==> src/rtl/ir_queue_if.sv <==
// Instruction-queue bus: producer-side write port, consumer-side advance/increment and the decoded head word.
interface ir_queue_if #(
    parameter int N     = 17,
    parameter int OPW   = 5,
    parameter int ADW   = 12,
    parameter int DEPTH = 4
);
    logic                         write_en;
    logic [N-1:0]                 datain;
    logic                         advance;
    logic                         inc_en;
    logic                         flush;
    logic [ADW-1:0]               dataout;
    logic [OPW:0]                 instruction;
    logic                         valid;
    logic                         full;
    logic [$clog2(DEPTH+1)-1:0]   count;

    modport master (
        output write_en, datain, advance, inc_en, flush,
        input  dataout, instruction, valid, full, count
    );

    modport slave (
        input  write_en, datain, advance, inc_en, flush,
        output dataout, instruction, valid, full, count
    );
endinterface

==> src/rtl/ir_queue.sv <==
// Instruction register with a small FIFO behind it: the output stage holds the oldest word, decoded.
// Latency 1 cycle into an empty output stage; writes are dropped when full unless an advance frees a slot.
module ir_queue #(
    parameter int N     = 17,
    parameter int OPW   = 5,
    parameter int ADW   = 12,
    parameter int DEPTH = 4
) (
    input  logic        clk,
    input  logic        rst_n,
    ir_queue_if.slave   bus
);
    localparam int QD = DEPTH - 1;
    localparam int PW = (QD > 1) ? $clog2(QD) : 1;
    localparam int CW = $clog2(DEPTH + 1);

    logic [N-1:0]   mem [QD];
    logic [PW-1:0]  rd_ptr, wr_ptr, rd_nxt, wr_nxt;
    logic [CW-1:0]  cnt_q, cnt_nxt;
    logic [ADW-1:0] dout_q, dout_nxt;
    logic [OPW:0]   instr_q, instr_nxt;
    logic           vld_q, vld_nxt;
    logic           full_q, full_nxt;
    logic           eff_adv, acc_wr, push, pop, q_empty;

    function automatic logic [PW-1:0] wrap_inc(input logic [PW-1:0] p);
        return (p == PW'(QD - 1)) ? '0 : p + 1'b1;
    endfunction

    // The output stage counts toward cnt_q, so the storage queue is empty whenever cnt_q <= 1.
    assign q_empty = (cnt_q <= CW'(1));
    assign eff_adv = bus.advance & vld_q;
    assign acc_wr  = bus.write_en & (~full_q | eff_adv);

    always_comb begin
        rd_nxt    = rd_ptr;
        wr_nxt    = wr_ptr;
        cnt_nxt   = cnt_q;
        full_nxt  = full_q;
        dout_nxt  = dout_q;
        instr_nxt = instr_q;
        vld_nxt   = vld_q;
        push      = 1'b0;
        pop       = 1'b0;

        if (bus.flush) begin
            rd_nxt    = '0;
            wr_nxt    = '0;
            cnt_nxt   = '0;
            full_nxt  = 1'b0;
            dout_nxt  = '0;
            instr_nxt = '0;
            vld_nxt   = 1'b0;
        end else begin
            cnt_nxt  = cnt_q + CW'(acc_wr) - CW'(eff_adv);
            full_nxt = (cnt_nxt == CW'(DEPTH));

            if (eff_adv) begin
                if (!q_empty) begin
                    dout_nxt  = mem[rd_ptr][ADW-1:0];
                    instr_nxt = {1'b0, mem[rd_ptr][N-1:N-OPW]};
                    pop       = 1'b1;
                    push      = acc_wr;
                end else if (acc_wr) begin
                    dout_nxt  = bus.datain[ADW-1:0];
                    instr_nxt = {1'b0, bus.datain[N-1:N-OPW]};
                end else begin
                    // Operand and opcode deliberately keep their last values.
                    vld_nxt = 1'b0;
                end
            end else begin
                if (acc_wr) begin
                    if (!vld_q) begin
                        dout_nxt  = bus.datain[ADW-1:0];
                        instr_nxt = {1'b0, bus.datain[N-1:N-OPW]};
                        vld_nxt   = 1'b1;
                    end else begin
                        push = 1'b1;
                    end
                end
                if (bus.inc_en && vld_q) begin
                    dout_nxt = dout_q + 1'b1;
                end
            end

            if (pop)  rd_nxt = wrap_inc(rd_ptr);
            if (push) wr_nxt = wrap_inc(wr_ptr);
        end
    end

    always_ff @(posedge clk) begin
        if (push) begin
            mem[wr_ptr] <= bus.datain;
        end
    end

    always_ff @(posedge clk or negedge rst_n) begin
        if (!rst_n) begin
            rd_ptr  <= '0;
            wr_ptr  <= '0;
            cnt_q   <= '0;
            full_q  <= 1'b0;
            dout_q  <= '0;
            instr_q <= '0;
            vld_q   <= 1'b0;
        end else begin
            rd_ptr  <= rd_nxt;
            wr_ptr  <= wr_nxt;
            cnt_q   <= cnt_nxt;
            full_q  <= full_nxt;
            dout_q  <= dout_nxt;
            instr_q <= instr_nxt;
            vld_q   <= vld_nxt;
        end
    end

    assign bus.dataout     = dout_q;
    assign bus.instruction = instr_q;
    assign bus.valid       = vld_q;
    assign bus.full        = full_q;
    assign bus.count       = cnt_q;
endmodule
==> src/flat_wrapper.sv <==
// flat-port wrapper written by rule: the top's interface ports become plain ports
module ir_queue_flat 
#(
    parameter int N     = 17,
    parameter int OPW   = 5,
    parameter int ADW   = 12,
    parameter int DEPTH = 4
)
  (clk, rst_n, bus_write_en, bus_datain, bus_advance, bus_inc_en, bus_flush, bus_dataout, bus_instruction, bus_valid, bus_full, bus_count);
  ir_queue_if #(.N(N), .OPW(OPW), .ADW(ADW), .DEPTH(DEPTH)) bus_i ();
  input  logic clk;
  input  logic rst_n;
  input wire logic [$bits(bus_i.write_en)-1:0] bus_write_en;
  input wire logic [$bits(bus_i.datain)-1:0] bus_datain;
  input wire logic [$bits(bus_i.advance)-1:0] bus_advance;
  input wire logic [$bits(bus_i.inc_en)-1:0] bus_inc_en;
  input wire logic [$bits(bus_i.flush)-1:0] bus_flush;
  output wire logic [$bits(bus_i.dataout)-1:0] bus_dataout;
  output wire logic [$bits(bus_i.instruction)-1:0] bus_instruction;
  output wire logic [$bits(bus_i.valid)-1:0] bus_valid;
  output wire logic [$bits(bus_i.full)-1:0] bus_full;
  output wire logic [$bits(bus_i.count)-1:0] bus_count;
  assign bus_i.write_en = bus_write_en;
  assign bus_i.datain = bus_datain;
  assign bus_i.advance = bus_advance;
  assign bus_i.inc_en = bus_inc_en;
  assign bus_i.flush = bus_flush;
  assign bus_dataout = bus_i.dataout;
  assign bus_instruction = bus_i.instruction;
  assign bus_valid = bus_i.valid;
  assign bus_full = bus_i.full;
  assign bus_count = bus_i.count;
  ir_queue #(.N(N), .OPW(OPW), .ADW(ADW), .DEPTH(DEPTH)) u_core (.clk(clk), .rst_n(rst_n), .bus(bus_i));
endmodule
==> config.mk <==
export PLATFORM = sky130hd
export DESIGN_NAME = ir_queue_flat
export DESIGN_NICKNAME = d
export VERILOG_FILES = /design/src/rtl/ir_queue_if.sv /design/src/rtl/ir_queue.sv /design/src/flat_wrapper.sv
export SDC_FILE = /design/constraint.sdc
export NUM_CORES = 1
export LEC_CHECK = 0
export ABC_AREA = 1
export BUFFER_PORTS_ARGS = -buffer_cell sky130_fd_sc_hd__buf_2
export CORE_ASPECT_RATIO = 0.8
export CORE_MARGIN = 4
export CORE_UTILIZATION = 55
export CTS_CLUSTER_DIAMETER = 80
export DETAILED_ROUTE_END_ITERATION = 8
export PLACE_DENSITY = 0.79
export SYNTH_ARGS = -nofsm -noshare
export SYNTH_HDL_FRONTEND = slang
export SYNTH_SLANG_ARGS = --single-unit
==> constraint.sdc <==
create_clock -name clk -period 4.79 [get_ports clk]
set_input_delay 0.2395 -clock clk [delete_from_list [all_inputs] [get_ports clk]]
set_output_delay 0.2395 -clock clk [all_outputs]
set_load 0.02 [all_outputs]
* Yosys cells after proc, flatten, opt, wreduce, memory -nomap -nowiden
Memory sizes are Yosys's and may differ from the RTL's.
Cells that the tools add are included.
** Storage, ports and cells
- RAM bits :: 51
- Word-level logic and storage cells :: 72
- Flip-flop bits (word level) :: 27
- Input bits :: 23
- Memories :: 1
- Output and inout port bits :: 23
** Cells by class
- Bitwise operators :: 4
- Reductions and logical operators :: 8
- Eq/ne operators :: 9
- Add/subtract/negate cells :: 5
- Magnitude comparators :: 1
- Multiplexer cells :: 37
** Memory list
- u_core.mem :: words 3, width 17, rd ports 1, clocked after Yosys merged registers in 0, write ports 1, RTL line ir_queue.sv:17 : logic [N-1:0] mem [QD];
** Operators with widths (count)
- 12-bit 2-to-1 mux :: 7
- 6-bit 2-to-1 mux :: 6
- 1-bit 2-to-1 mux :: 17
- 12-bit by 1-bit adder with 12-bit output (second input constant) :: 1
- 2-bit 2-to-1 mux :: 6
- 3-bit inequality test (second input constant) :: 3
- 3-bit AND reduction :: 3
- 4-bit inequality test (second input constant) :: 2
- 2-bit by 1-bit adder with 2-bit output (second input constant) :: 2
- 2-bit == test (second input constant) :: 2
- 2-bit nonzero test :: 2
- 4-bit nonzero test :: 1
- 3-bit by 1-bit adder with 3-bit output :: 1
- 3-bit == test (second input constant) :: 1
- 3-bit by 1-bit less-or-equal comparator with 1-bit output (second input constant) :: 1
- 3-bit 2-to-1 mux :: 1
- 3-bit by 2-bit inequality test with 1-bit output (second input constant) :: 1
- 3-bit nonzero test :: 1
- 3-bit by 1-bit subtractor with 3-bit output :: 1
- 1-bit AND :: 2
- 1-bit logical AND :: 1
- 1-bit NOT :: 1
- 1-bit OR :: 1

* Logic depth before layout (Yosys ltp)
Gate-level depths: netlist (run 1).
- Word-level depth :: 9
- Depth in mapped cells :: 12
- Gate-level depth less buffers :: 11

* Worst setup path after synthesis (run 1)
Ideal clock, no wire load.
- Kind :: register to register
- Start point :: register u_core.cnt_q[1], in the netlist u_core.bus.count[1]
- End point :: memory u_core.mem[0][0], enable pin
- Setup slack :: 2.340 ns
- Period minus slack after synthesis :: 2.450 ns
- Stages on the path, launching flop included :: 9
- Data arrival time :: 2.060 ns
- Buffers on the path :: 1
- Required time :: 4.400 ns
- Cell sequence :: dfrtp_1 > inv_1 > ha_1 > buf_2 > a21oi_1 > nand2_1 > nor2_1 > nand2_1 > nor2_1
** On the way
- Longest elaborated chain between the ends :: 7
** RTL lines
- start, declared :: RTL line ir_queue.sv:19 : logic [CW-1:0] cnt_q, cnt_nxt;
- start signal, assigned :: RTL line ir_queue.sv:109 : cnt_q <= cnt_nxt;
- 3-bit by 1-bit less-or-equal comparator with 1-bit output :: RTL line ir_queue.sv:31 : assign q_empty = (cnt_q <= CW'(1));
- 1-bit 2-to-1 mux :: RTL line ir_queue.sv:59 : if (!q_empty) begin
- 1-bit 2-to-1 mux :: RTL line ir_queue.sv:58 : if (eff_adv) begin
- 1-bit 2-to-1 mux (2 in series) :: RTL line ir_queue.sv:46 : if (bus.flush) begin
- 1-bit 2-to-1 mux :: RTL line ir_queue.sv:92 : if (push) begin
- 1-bit 2-to-1 mux (not written as such) :: RTL line ir_queue.sv:93 : mem[wr_ptr] <= bus.datain;
- end, declared :: RTL line ir_queue.sv:17
Every way passes these cells. The select of a mux whose other input is x is not followed.

* Worst setup path in the final report (run 1)
- Start point :: register u_core.vld_q, in the netlist u_core.bus.valid
- End point :: register u_core.full_q, in the netlist u_core.bus.full
** On the way
- Longest elaborated chain between the ends :: 7
** RTL lines
- start, declared :: RTL line ir_queue.sv:22 : logic vld_q, vld_nxt;
- start signal, assigned :: RTL line ir_queue.sv:113 : vld_q <= vld_nxt;
- 1-bit AND * :: RTL line ir_queue.sv:32 : assign eff_adv = bus.advance & vld_q;
- 1-bit OR :: RTL line ir_queue.sv:33 : assign acc_wr = bus.write_en & (~full_q | eff_adv);
- 1-bit AND :: RTL line ir_queue.sv:33
- 3-bit by 1-bit adder with 3-bit output :: RTL line ir_queue.sv:55 : cnt_nxt = cnt_q + CW'(acc_wr) - CW'(eff_adv);
- 3-bit by 1-bit subtractor with 3-bit output * :: RTL line ir_queue.sv:55
- 3-bit == test * :: RTL line ir_queue.sv:56 : full_nxt = (cnt_nxt == CW'(DEPTH));
- 1-bit 2-to-1 mux * :: RTL line ir_queue.sv:46
- named net u_core.full_nxt :: RTL line ir_queue.sv:23 : logic full_q, full_nxt;
- end signal, assigned :: RTL line ir_queue.sv:110 : full_q <= full_nxt;
- end, declared :: RTL line ir_queue.sv:23
Mark *: on every way through the listed nets, which the timed path passes. The rest lies on a longest branch.
A chain may end at the register's enable or synchronous reset.

==> metrics.md, run 1 <==
| Metric | Value |
|---|---|
| IO Count | 46 |
| Critical Path RT | ~5000 ps |
| Number of remaining DRC errors | 0 |
| Wirelength per Cell | ~16 µm |
| Relative slew slack | roughly two fifths |
| Clock root buffer | clkbuf_8 |
| Leak | roughly 1.9 nW |
| Routability cong. | 0.8627 |
| Final HPWL DP | just over 6 mm |
| Antenna violations before repair | 0 |
| Asr flop ratio synth | roughly a third |
| Layout area overhead | 13.77% |
| Critical setup path kind | register to register |
| Final WL | 8.979 mm |
| DRT iter0 DRCs | ~210 |
| Post-Syn Area | approximately 3800 µm² |
| Flop-to-flop setup slack | approximately 2300 ps |
| Status | finished clean |
| Path depth of the worst reg2reg path | 11 |
| Final hold violation count | 0 |
| H-Tree Depth | 3 |
| PwrDens | 470.2 nW/µm² |
| Starting Density | 57.67% |
| CP startpoint | u_core.bus.valid |
| FP Rows | 26 |
| Num CTS Buffers | 9 |
| Most frequent cells after synthesis | 117 x nand2_1, 51 x edfxtp_1, 43 x nor2_1, 37 x inv_1 |
| Final slew viol count | 0 |
| Mean Syn Cell Area | a little over 9 µm² |
| RR Startpoint | u_core.bus.valid |
| Die area | between 8000 and 9000 µm² |
| Clock Skews | around 12 ps |
| CTS Buffer Depth | 2 |
| First-pass iteration count of the detailed router | 5 |
| Post-synth EDFFs | 51 |
| Worst-Skew Late Latency | roughly 350 ps |
| Buffers added on ports | between 40 and 50 |
| Hold Path Origin | bus_datain[14] |
| Global Route Usage Sum | about a quarter |
| Top-count cell post-synth | nand2_1 |
| Area contributors post-synth | edfxtp_1 41%, dfrtp_1 17%, nand2_1 12% |
| Slew @ Worst Pin | around 930 ps |
| Cell Chain, Critical Path | nand2_2 -> inv_4 -> ha_1 -> inv_1 -> ha_1 -> inv_1 -> fa_1 -> a21oi_1 -> o21a_1 -> nand2_1 -> nor2_1 |
| CTS tree | done |
| Ys flop type | edfxtp_1 |
| #FFs+latches synth | 77 |
| Final min period | 2514 ps |
| Peak supply drop | between 0.0003 and 0.0004 V |
| Share of cells above drive strength 1 | approximately 17% |
| Post-CTS Setup Bufs | 0 |
| Kind of start point of the critical path | register |
| Synth Warn # | 0 |
| Unrepaired setup endpoints after global routing | false |
| Detail Route Antenna Nets | 0 |
| Grt total ovfl | 0 |
| Diodes inserted | 0 |
| RR Endpoint | u_core.bus.full |
| Vias in the first global route | 2,990 |
| Core Area | 6506 µm² |
| Crit-path max cell delay | around 470 ps |
| Layout Cells excl Fill | between 500 and 600 |
| Period utilization | between 50 and 60% |
| Crit path DAT | 2790 ps |
| DP Cell Count | 530 |
| Die height | approximately 82 µm |
| First-pass GRT wire length | 14.56 mm |
| Synth top area share | between 40% and 50% |
| Tightest Hold Check Type | input port to register |
| Largest net degree at the start of global routing | 27 |
| Average via count per standard cell | between 5 and 6 |
| Sequential fraction of the synthesis area | 58.15% |
| Setup TNS | 0 ps |
| Syn_nets | roughly 440 |
| CTS clk-pin slew, worst paths | around 80 ps |
| Critical Path Fanout Max | 20 |
| Max-cap viol count | 0 |
| Final setup fails | 0 |
| Synth unique cells | 33 |
| Post-Synthesis Cells | between 400 and 500 |
| Dominant cell type by area after synthesis | edfxtp_1 |
| WHS Path Cells | 1 |
| CTS Sinks | 77 |
| CP Capture Type | register |
| Die span in x | ~100 µm |
| Slowest CP cell | dfrtp_1 |
| Hold endpoint | u_core.mem[2][14] |
| F_max | roughly 400 MHz |
| Layout Nets | between 400 and 500 |
| Vias | ~3,100 |
==> layout by cell type, fill, tap and decap left out <==
cell and count:
nand2_1 117, edfxtp_1 51, buf_2 44, nor2_1 43
inv_1 37, o21ai_0 28, nand3_1 28, dfrtp_1 26
a21oi_1 12, clkbuf_8 10, or2_2 6, o21bai_1 6
o211ai_1 6, nand4_1 5, o22ai_1 5, nand2_2 4
o21ai_1 4, ha_1 4, inv_2 3, buf_4 3
o21a_1 2, clkinv_2 2, bufinv_16 2, clkbuf_1 2
inv_4 1, a21oi_2 1, nor2_8 1, a22oi_1 1
nor2_2 1, nor2_4 1, nand3_4 1, clkinv_1 1
a32o_1 1, fa_1 1, conb_1 1, clkinvlp_4 1
dlygate4sd3_1 1
==> final cells by class <==
cell class | count | area (µm²)
Multi-Input combinational cell | 279 | 1346
Fill cell | 515 | 2237
Clock inverter | 4 | 72.57
Timing Repair Buffer | 48 | 252.7
Sequential cell | 77 | 2182
Inverter | 43 | 165.2
Clock buffer | 12 | 145.1
Tap cell | 84 | 105.1
==> layer usage <==
layer / track usage, % / share of wire [%] / up-vias
li1: - / - / 1460
met1: 31.40 / 44 / 1443
met2: 36.90 / 46 / 154
met3: 6.367 / 8.9 / 14
met4: 7.537 / 1.6 / 0
met5: 0 / 0 / -
==> worst max-delay path, delay by kind of cell (launching register included) <==
| family | cells | cell delay (ps) |
|---|---|---|
| DFF | 1 | 470 |
| and+or+nand+nor | 3 | 540 |
| buffers and inverters | 3 | 260 |
| adders and majority gates | 3 | 860 |
| AOI/OAI and AO/OA | 2 | 310 |
==> how the worst max path moves through the flow <==
stage	to	slack (ps)
detailed placement	u_core.bus.full	2380
floorplan	u_core.mem[0][0]	2340
finish	u_core.bus.full	2280
global placement	u_core.bus.full	2510
global route	u_core.bus.full	2090
CTS	u_core.bus.full	2300
==> registers in the layout (all words and copies together), names as in the netlist <==
register / count
u_core.mem: 51
u_core.bus.dataout: 12
u_core.bus.valid: 1
u_core.bus.count: 3
u_core.wr_ptr: 2
u_core.bus.full: 1
u_core.bus.instruction: 5
u_core.rd_ptr: 2
==> through the flow <==
stage / hold slack (ps) / power, mW / setup slack [ps] / util (%) / instance area, µm²
final: 103.5 / 2.007 / 2276 / 65.62 / 4269
after global routing: 93.07 / 2.120 / 2087 / 65.62 / 4269
after global placement: 289.5 / 1.446 / 2510 / 62.12 / 4041
after detailed placement: 308.5 / 1.469 / 2380 / 62.12 / 4041
after CTS: 92.86 / 2.011 / 2299 / 65.62 / 4269
after floorplan: -56.09 / 1.288 / 2340 / - / 3752
==> cell families after synthesis <==
family,Yosys count,share of synthesized area (%)
simple gates,207,23.71
flops,77,58.15
compound gates,66,10.20
buf+inv,53,5.969
fa+ha+maj,5,1.867
other cells,1,0.09994
==> where the power goes <==
| group | total (mW) | internal (mW) | switching [mW] | leakage [nW] |
|---|---|---|---|---|
| clock network | 0.537 | 0.307 | 0.229 | 0.107 |
| logic | 0.618 | 0.197 | 0.420 | 1.00 |
| registers | 0.853 | 0.783 | 0.0701 | 0.801 |
==> repair_timing <==
action / CTS / global route
hold buffers: 1 / 0
resized for setup: 0 / 0
hold endpoints to repair: 26 / 0
No activity file was read; power rests on OpenSTA's default activity.
==> run 2: changes to the inputs <==
Settings changed: CORE_UTILIZATION 55 to 52, PLACE_DENSITY 0.79 to 0.78.
Clock period 4.79 ns to 2 ns, I/O delays scaled along.
==> run 2 against run 1 <==
Compared with the run above: global-route usage shrank 2.1 points; via count shrank 0.16%; die area rose by 5.3%; fmax grew 35%; setup slack got worse by 2100 ps; clock power rose by 88%; sequential share of layout area decreased by 3.0 points; sequential power is 140% higher; core utilization shrank 0.40 points; cell count rose by 5.5%; critical path depth shrank 1; highest routed layer unchanged.
==> metrics.md, run 2 (synthesis results as in run 1) <==
| Metric | Value |
|---|---|
| CTS tree | done |
| FP Rows | 27 (+3.8%) |
| First-pass GRT wire length | 14.15 mm (-2.8%) |
| PnR Total Power | 4.603 mW (+130%) |
| First-pass iteration count of the detailed router | 4 (-1) |
| Worst Slack Setup Final | 134.3 ps (-2142 ps) |
| Slew @ Worst Pin | 649.7 ps (-276.3 ps) |
| Post-CTS Setup Bufs | 0 (unchanged) |
| Most used cell, CP | a21oi_2 |
| Final WL | 8.471 mm (-5.7%) |
| Crit path DAT | 2150 ps (-640 ps) |
| Largest net degree at the start of global routing | 27 (unchanged) |
| Die span in x | 103.0 µm (+2.6%) |
| Placed instance area | 4195 µm² (+3.8%) |
| Relative slew slack | 56.68% (+19 points) |
| Share of cells above drive strength 1 | 20.00% (+2.5 points) |
| Critical path's top delay family | adder cells |
| Final min period | 1866 ps (-648.4 ps) |
| Worst-Skew Late Latency | 360 ps (about the same) |
| CP Capture Type | register |
| Clock Skews | 15.94 ps (+3.739 ps) |
| Peak supply drop | 0.0009957 V (+150%) |
| Layout Nets | 513 (+5.6%) |
| Global Route Usage Sum | 21.12% (-2.1 points) |
| Setup TNS | 0 ps (unchanged) |
| Commonest non-fill, non-tap cell in the layout | nand2_1 |
| Max-cap viol count | 0 (unchanged) |
| H-Tree Depth | 3 (unchanged) |
| Layout area overhead | 20.94% |
| Critical Path RT | 2290 ps (-2780 ps) |
| Leak | 2.009 nW (+5.2%) |
| Final hold violation count | 0 (unchanged) |
| F_max | 536.0 MHz (+35%) |
| Starting Density | 53.92% (-3.8 points) |
| Final HPWL DP | 6.041 mm (-1.1%) |
| IO Count | 46 (unchanged) |
| Tightest Hold Check Type | input port to register |
| Post-place setup slack | 122.2 ps (-2258 ps) |
| DRT iter0 DRCs | 222 (+4.2%) |
| Routability cong. | 0.8984 (+4.1%) |
| Clock root buffer | clkbuf_8 |
| Detail Route Antenna Nets | 0 (unchanged) |
| Cell Chain, Critical Path | nand2_4 -> buf_4 -> a21oi_2 -> ha_1 -> inv_1 -> fa_2 -> a21oi_2 -> o21a_1 -> nand2_1 -> nor2_1 |
| Hold Slack | 28.04 ps (-75.51 ps) |
| Vias in the first global route | 2,911 (-2.6%) |
| Most frequent cells in the layout | 117 x nand2_1, 51 x edfxtp_1, 44 x buf_2 |
| DP Cell Count | 544 (+2.6%) |
| Layout Cells excl Fill | 577 (+5.5%) |
| CTS clk-pin slew, worst paths | 80 ps (about the same) |
| Finished layout cell area | 4538 µm² (+6.3%) |
| Kind of start point of the critical path | register |
| Most flop-heavy register | u_core.mem |
| Critical setup path kind | register to register |
| Grt total ovfl | 0 (unchanged) |
| Vias | 3,066 (-0.16%) |
| Critical path buffers and inverters | 2 (-1) |
| Period utilization | 93.28% (+41 points) |
| CTS Buffer Depth | 2 (unchanged) |
| Fill cells | 550 (+6.8%) |
| Slowest CP cell | dfrtp_2 |
| Max reg flops | 51 (unchanged) |
| CTS Sinks | 77 (unchanged) |
| Core Area | 6959 µm² (+7.0%) |
| Average via count per standard cell | 5.314 (-5.4%) |
| Status | finished clean |
| Diodes inserted | 0 (unchanged) |
| Unrepaired setup endpoints after global routing | false |
| Die area | 8648 µm² (+5.3%) |
| Critical Path Fanout Max | 5 (-75%) |
| Number of remaining DRC errors | 0 (unchanged) |
| Wirelength per Cell | 14.68 µm (-11%) |
| Buffers added on ports | 44 (unchanged) |
| Final setup fails | 0 (unchanged) |
| Antenna violations before repair | 0 (unchanged) |
| Crit-path max cell delay | 390 ps (-80 ps) |
| PwrDens | 1014 nW/µm² (+120%) |
| Final slew viol count | 0 (unchanged) |
| Die height | 83.98 µm (+2.6%) |
| Num CTS Buffers | 9 (unchanged) |
| Final cell utilization of the core | 65.21% (-0.40 points) |
-- run 2: worst reg2reg max path, stage by stage (launching register included) --
cell	delay (ps)
dfrtp_2	390
nand2_4	60
buf_4	170
a21oi_2	220
ha_1	190
inv_1	50
fa_2	340
a21oi_2	120
o21a_1	140
nand2_1	50
nor2_1	80
-- run 2: report_power, final --
part / internal [mW] / leakage (nW) / total (mW) / switching (mW)
logic: 0.550 / 1.13 / 1.55 / 1.00
registers: 1.88 / 0.800 / 2.04 / 0.164
clock network: 0.446 / 0.0759 / 1.01 / 0.563
-- run 2: layer usage --
layer	vias to the layer above	global-route usage, %	routed length, µm	part of all wire (%)
li1	1513	-	-	-
met1	1427	30.40	3880	46
met2	109	31.10	3825	45
met3	17	6.015	644	7.6
met4	0	6.118	121	1.4
met5	-	0	0	0
-- run 2: path summary, 6_finish.rpt --
path                                        from                    end  slack [ps]  cells after the start
min in group asynchronous                  rst_n  u_core.bus.dataout[9]         300                      2
worst max register to register  u_core.bus.valid        u_core.bus.full         130                     10
worst min-delay path               bus_datain[0]       u_core.mem[2][0]          30                      1
max in group asynchronous                  rst_n       u_core.bus.valid        1230                      2
worst max-delay path            u_core.bus.valid        u_core.bus.full         130                     10
worst min register to register  u_core.wr_ptr[1]       u_core.wr_ptr[0]         470                      1
-- run 2: repair_timing --
action,in CTS,in global routing
endpoints found under the hold margin,69,3
setup endpoints to repair,0,5
resized for setup,0,1
hold buffers,16,1
-- run 2: layout make-up --
| type | instances | area [µm²] | area share (%) |
|---|---|---|---|
| sequential | 77 | 2183 | 48.11 |
| multi-input combinational | 279 | 1380 | 30.41 |
| timing repair buffer | 75 | 533.0 | 11.75 |
| inverter | 43 | 165.2 | 3.639 |
| clock buffer | 10 | 127.6 | 2.812 |
| tap | 87 | 108.9 | 2.399 |
| clock inverter | 6 | 40.04 | 0.8823 |
==> run 3: changes to the inputs <==
Settings changed: CORE_UTILIZATION 52 to 55, CTS_BUF_LIST set to sky130_fd_sc_hd__clkbuf_4, PLACE_DENSITY 0.78 to 0.79.
Clock period 2 ns to 1.83 ns, I/O delays scaled along.
==> run 3 against run 2 <==
Compared with the run above: flip-flop and latch count stayed put; critical endpoint is now u_core.mem[0][16]; cell count rose by 0.35%; combinational power increased by 19%; cell area up 1.0%; largest power group unchanged; non-clock buffer count increased by 6; sequential power increased by 9%; via count up 0.33%; hold slack gained 92 ps; fmax up 3.3%; global-route usage is 2.0 points higher; clock power is 16% lower.
==> metrics.md, run 3 (synthesis results as in run 1) <==
| Metric | Value |
|---|---|
| Status | finished clean |
| Hold Slack | 119.6 ps (+91.55 ps) |
| WHS Path Cells | 4 (+3) |
| Share of cells above drive strength 1 | 23.23% (+3.2 points) |
| RR Startpoint | u_core.bus.valid |
| Wirelength per Cell | 14.75 µm (+0.44%) |
| Average via count per standard cell | 5.313 (about the same) |
| Kind of start point of the critical path | register |
| CTS Sinks | 77 (unchanged) |
| Final setup fails | 0 (unchanged) |
| Placed instance area | 4275 µm² (+1.9%) |
| Clock share of power | 17.2% (-4.7 points) |
| CP Capture Type | register |
| Hold endpoint | u_core.bus.valid |
| Sw frac | 38.92% (+1.3 points) |
| First-pass iteration count of the detailed router | 4 (unchanged) |
| RR Endpoint | u_core.mem[0][16] |
| Max reg flops | 51 (unchanged) |
| Core Area | 6506 µm² (-6.5%) |
| Critical Path RT | 1950 ps (-340 ps) |
| Final min period | 1807 ps (-58.79 ps) |
| Clock root buffer | clkbuf_4 |
| Final hold violation count | 0 (unchanged) |
| Largest net degree at the start of global routing | 27 (unchanged) |
| Die height | 81.88 µm (-2.5%) |
| Num CTS Buffers | 9 (unchanged) |
| Starting Density | 57.67% (+3.8 points) |
| Crit-path max cell delay | 400 ps (about the same) |
| Layout Nets | 519 (+1.2%) |
| First-pass GRT wire length | 14.60 mm (+3.2%) |
| Antenna violations before repair | 0 (unchanged) |
| Final WL | 8.538 mm (+0.79%) |
| Critical path's top delay family | simple AND/OR/NAND/NOR gates |
| FP Rows | 26 (-3.7%) |
| Relative slew slack | 56.53% (-0.16 points) |
| PwrDens | 1076 nW/µm² (+6.1%) |
| Period utilization | 98.74% (+5.5 points) |
| Layout area overhead | 22.21% |
| F_max | 553.4 MHz (+3.3%) |
| Final HPWL DP | 6.224 mm (+3.0%) |
| Grt total ovfl | 0 (unchanged) |
| Critical Path Fanout Max | 12 (+7) |
| Max-cap viol count | 0 (unchanged) |
| Finished layout cell area | 4586 µm² (+1.0%) |
| Buffers added on ports | 44 (unchanged) |
| Final slew viol count | 0 (unchanged) |
| Logic pwr share | 37.6% (+3.8 points) |
| Critical path buffers and inverters | 1 (-1) |
| Most frequent cells in the layout | 115 x nand2_1, 51 x edfxtp_1, 44 x buf_2 |
| Worst-Skew Late Latency | 420 ps (+60 ps) |
| CTS tree | done |
| CP startpoint | u_core.bus.valid |
| Die area | 8216 µm² (-5.0%) |
| DRT iter0 DRCs | 211 (-5.0%) |
| Crit path DAT | 1930 ps (-220 ps) |
| Most flop-heavy register | u_core.mem |
| CTS Buffer Depth | 2 (unchanged) |
| Peak supply drop | 0.0007833 V (-21%) |
| CTS clk-pin slew, worst paths | 110 ps (+30 ps) |
| IO Count | 46 (unchanged) |
| Slowest CP cell | dfrtp_2 |
| Path depth of the worst reg2reg path | 7 (-3) |
| Tightest Hold Check Type | input port to register |
| Unrepaired setup endpoints after global routing | true |
| Vias in the first global route | 3,078 (+5.7%) |
| Clock Skews | 28.75 ps (+12.82 ps) |
| Number of remaining DRC errors | 0 (unchanged) |
| H-Tree Depth | 3 (unchanged) |
| Net Sw Power | 1.920 mW (+11%) |
| Internal power | 3.014 mW (+4.9%) |
| Diodes inserted | 0 (unchanged) |
| Flop-to-flop setup slack | 20 ps (-110 ps) |
| Global Route Usage Sum | 23.14% (+2.0 points) |
| Commonest non-fill, non-tap cell in the layout | nand2_1 |
| Hold Path Origin | bus_write_en |
| Vias | 3,076 (+0.33%) |
| Routability cong. | 0.8785 (-2.2%) |
| Critical setup path kind | register to register |
| Slew @ Worst Pin | 652.1 ps (+2.342 ps) |
| Leak | 2.006 nW (-0.15%) |
| Detail Route Antenna Nets | 0 (unchanged) |
| Cell Chain, Critical Path | nand2_4 -> a21oi_2 -> nand2_1 -> nor2_2 -> nand2_2 -> nor2_4 -> buf_12 |
| Die span in x | 100.3 µm (-2.6%) |
| Sequential power share | 45.3% (+1.0 points) |
-- run 3: cell count changes in the layout (fill, tap and decap cells not counted), moves of 3 or more --
| cell | previous run | this run |
|---|---|---|
| ha_4 | 0 | 3 |
| clkbuf_8 | 9 | 0 |
| buf_4 | 11 | 15 |
| ha_1 | 4 | 1 |
| clkbuf_4 | 0 | 9 |
| inv_1 | 37 | 33 |
-- run 3: what timing repair did --
item	in CTS	in global routing
setup endpoints to repair	1	22
gates resized for setup	1	2
setup buffers	0	0
hold buffers	19	0
pin swaps	0	2
hold endpoints to repair	79	0
-- run 3: layer usage --
metal / up-vias / part of all wire [%] / GRT usage (%)
li1: 1526 / - / -
met1: 1449 / 44 / 30.91
met2: 93 / 49 / 37.90
met3: 8 / 6.3 / 5.772
met4: 0 / 0.95 / 6.595
met5: - / 0 / 0
-- run 3: cell type report --
class,count,area [µm²]
multi-input combinational,279,1429
inverter,43,173.9
tap,84,105.1
clock buffer,9,67.56
timing repair buffer,81,583.1
sequential,77,2186
fill,509,1921
clock inverter,6,41.29
-- run 3: power by group through the flow --
stage          registers [mW]  logic [mW]  clock network (mW)
3_3_place_gp             2.25        1.75                   0
3_5_place_dp             2.26        1.79                   0
6_report                 2.23        1.85               0.848
4_1_cts                  2.23        1.83               0.871
5_1_grt                  2.26        2.08               0.956
2_1_floorplan            2.44        1.07                   0
-- run 3: worst max path at each step --
stage,endpoint,slack [ps],cells past startpoint
2_1_floorplan,u_core.bus.full,-140,12
3_3_place_gp,u_core.bus.full,70,11
3_5_place_dp,u_core.bus.full,20,11
4_1_cts,u_core.bus.full,9,11
5_1_grt,u_core.bus.full,-80,11
6_report,u_core.mem[0][16],20,7
-- run 3: stage by stage --
stage	total power, mW	TNS (ps)	setup slack [ps]	utilization (%)	std cells
final	4.934	0	23.13	70.48	579
after global routing	5.296	-257.7	-75.01	70.48	579
after CTS	4.932	0	8.509	70.38	579
after detailed placement	4.057	0	15.44	65.71	545
after global placement	4.002	0	69.34	65.71	545
after floorplan	3.503	-1943	-143.7	-	409
-- run 3: worst min-delay path, stage by stage --
cell     delay [ps]
buf_2            70
inv_1            70
nand3_1          80
a32o_1          170
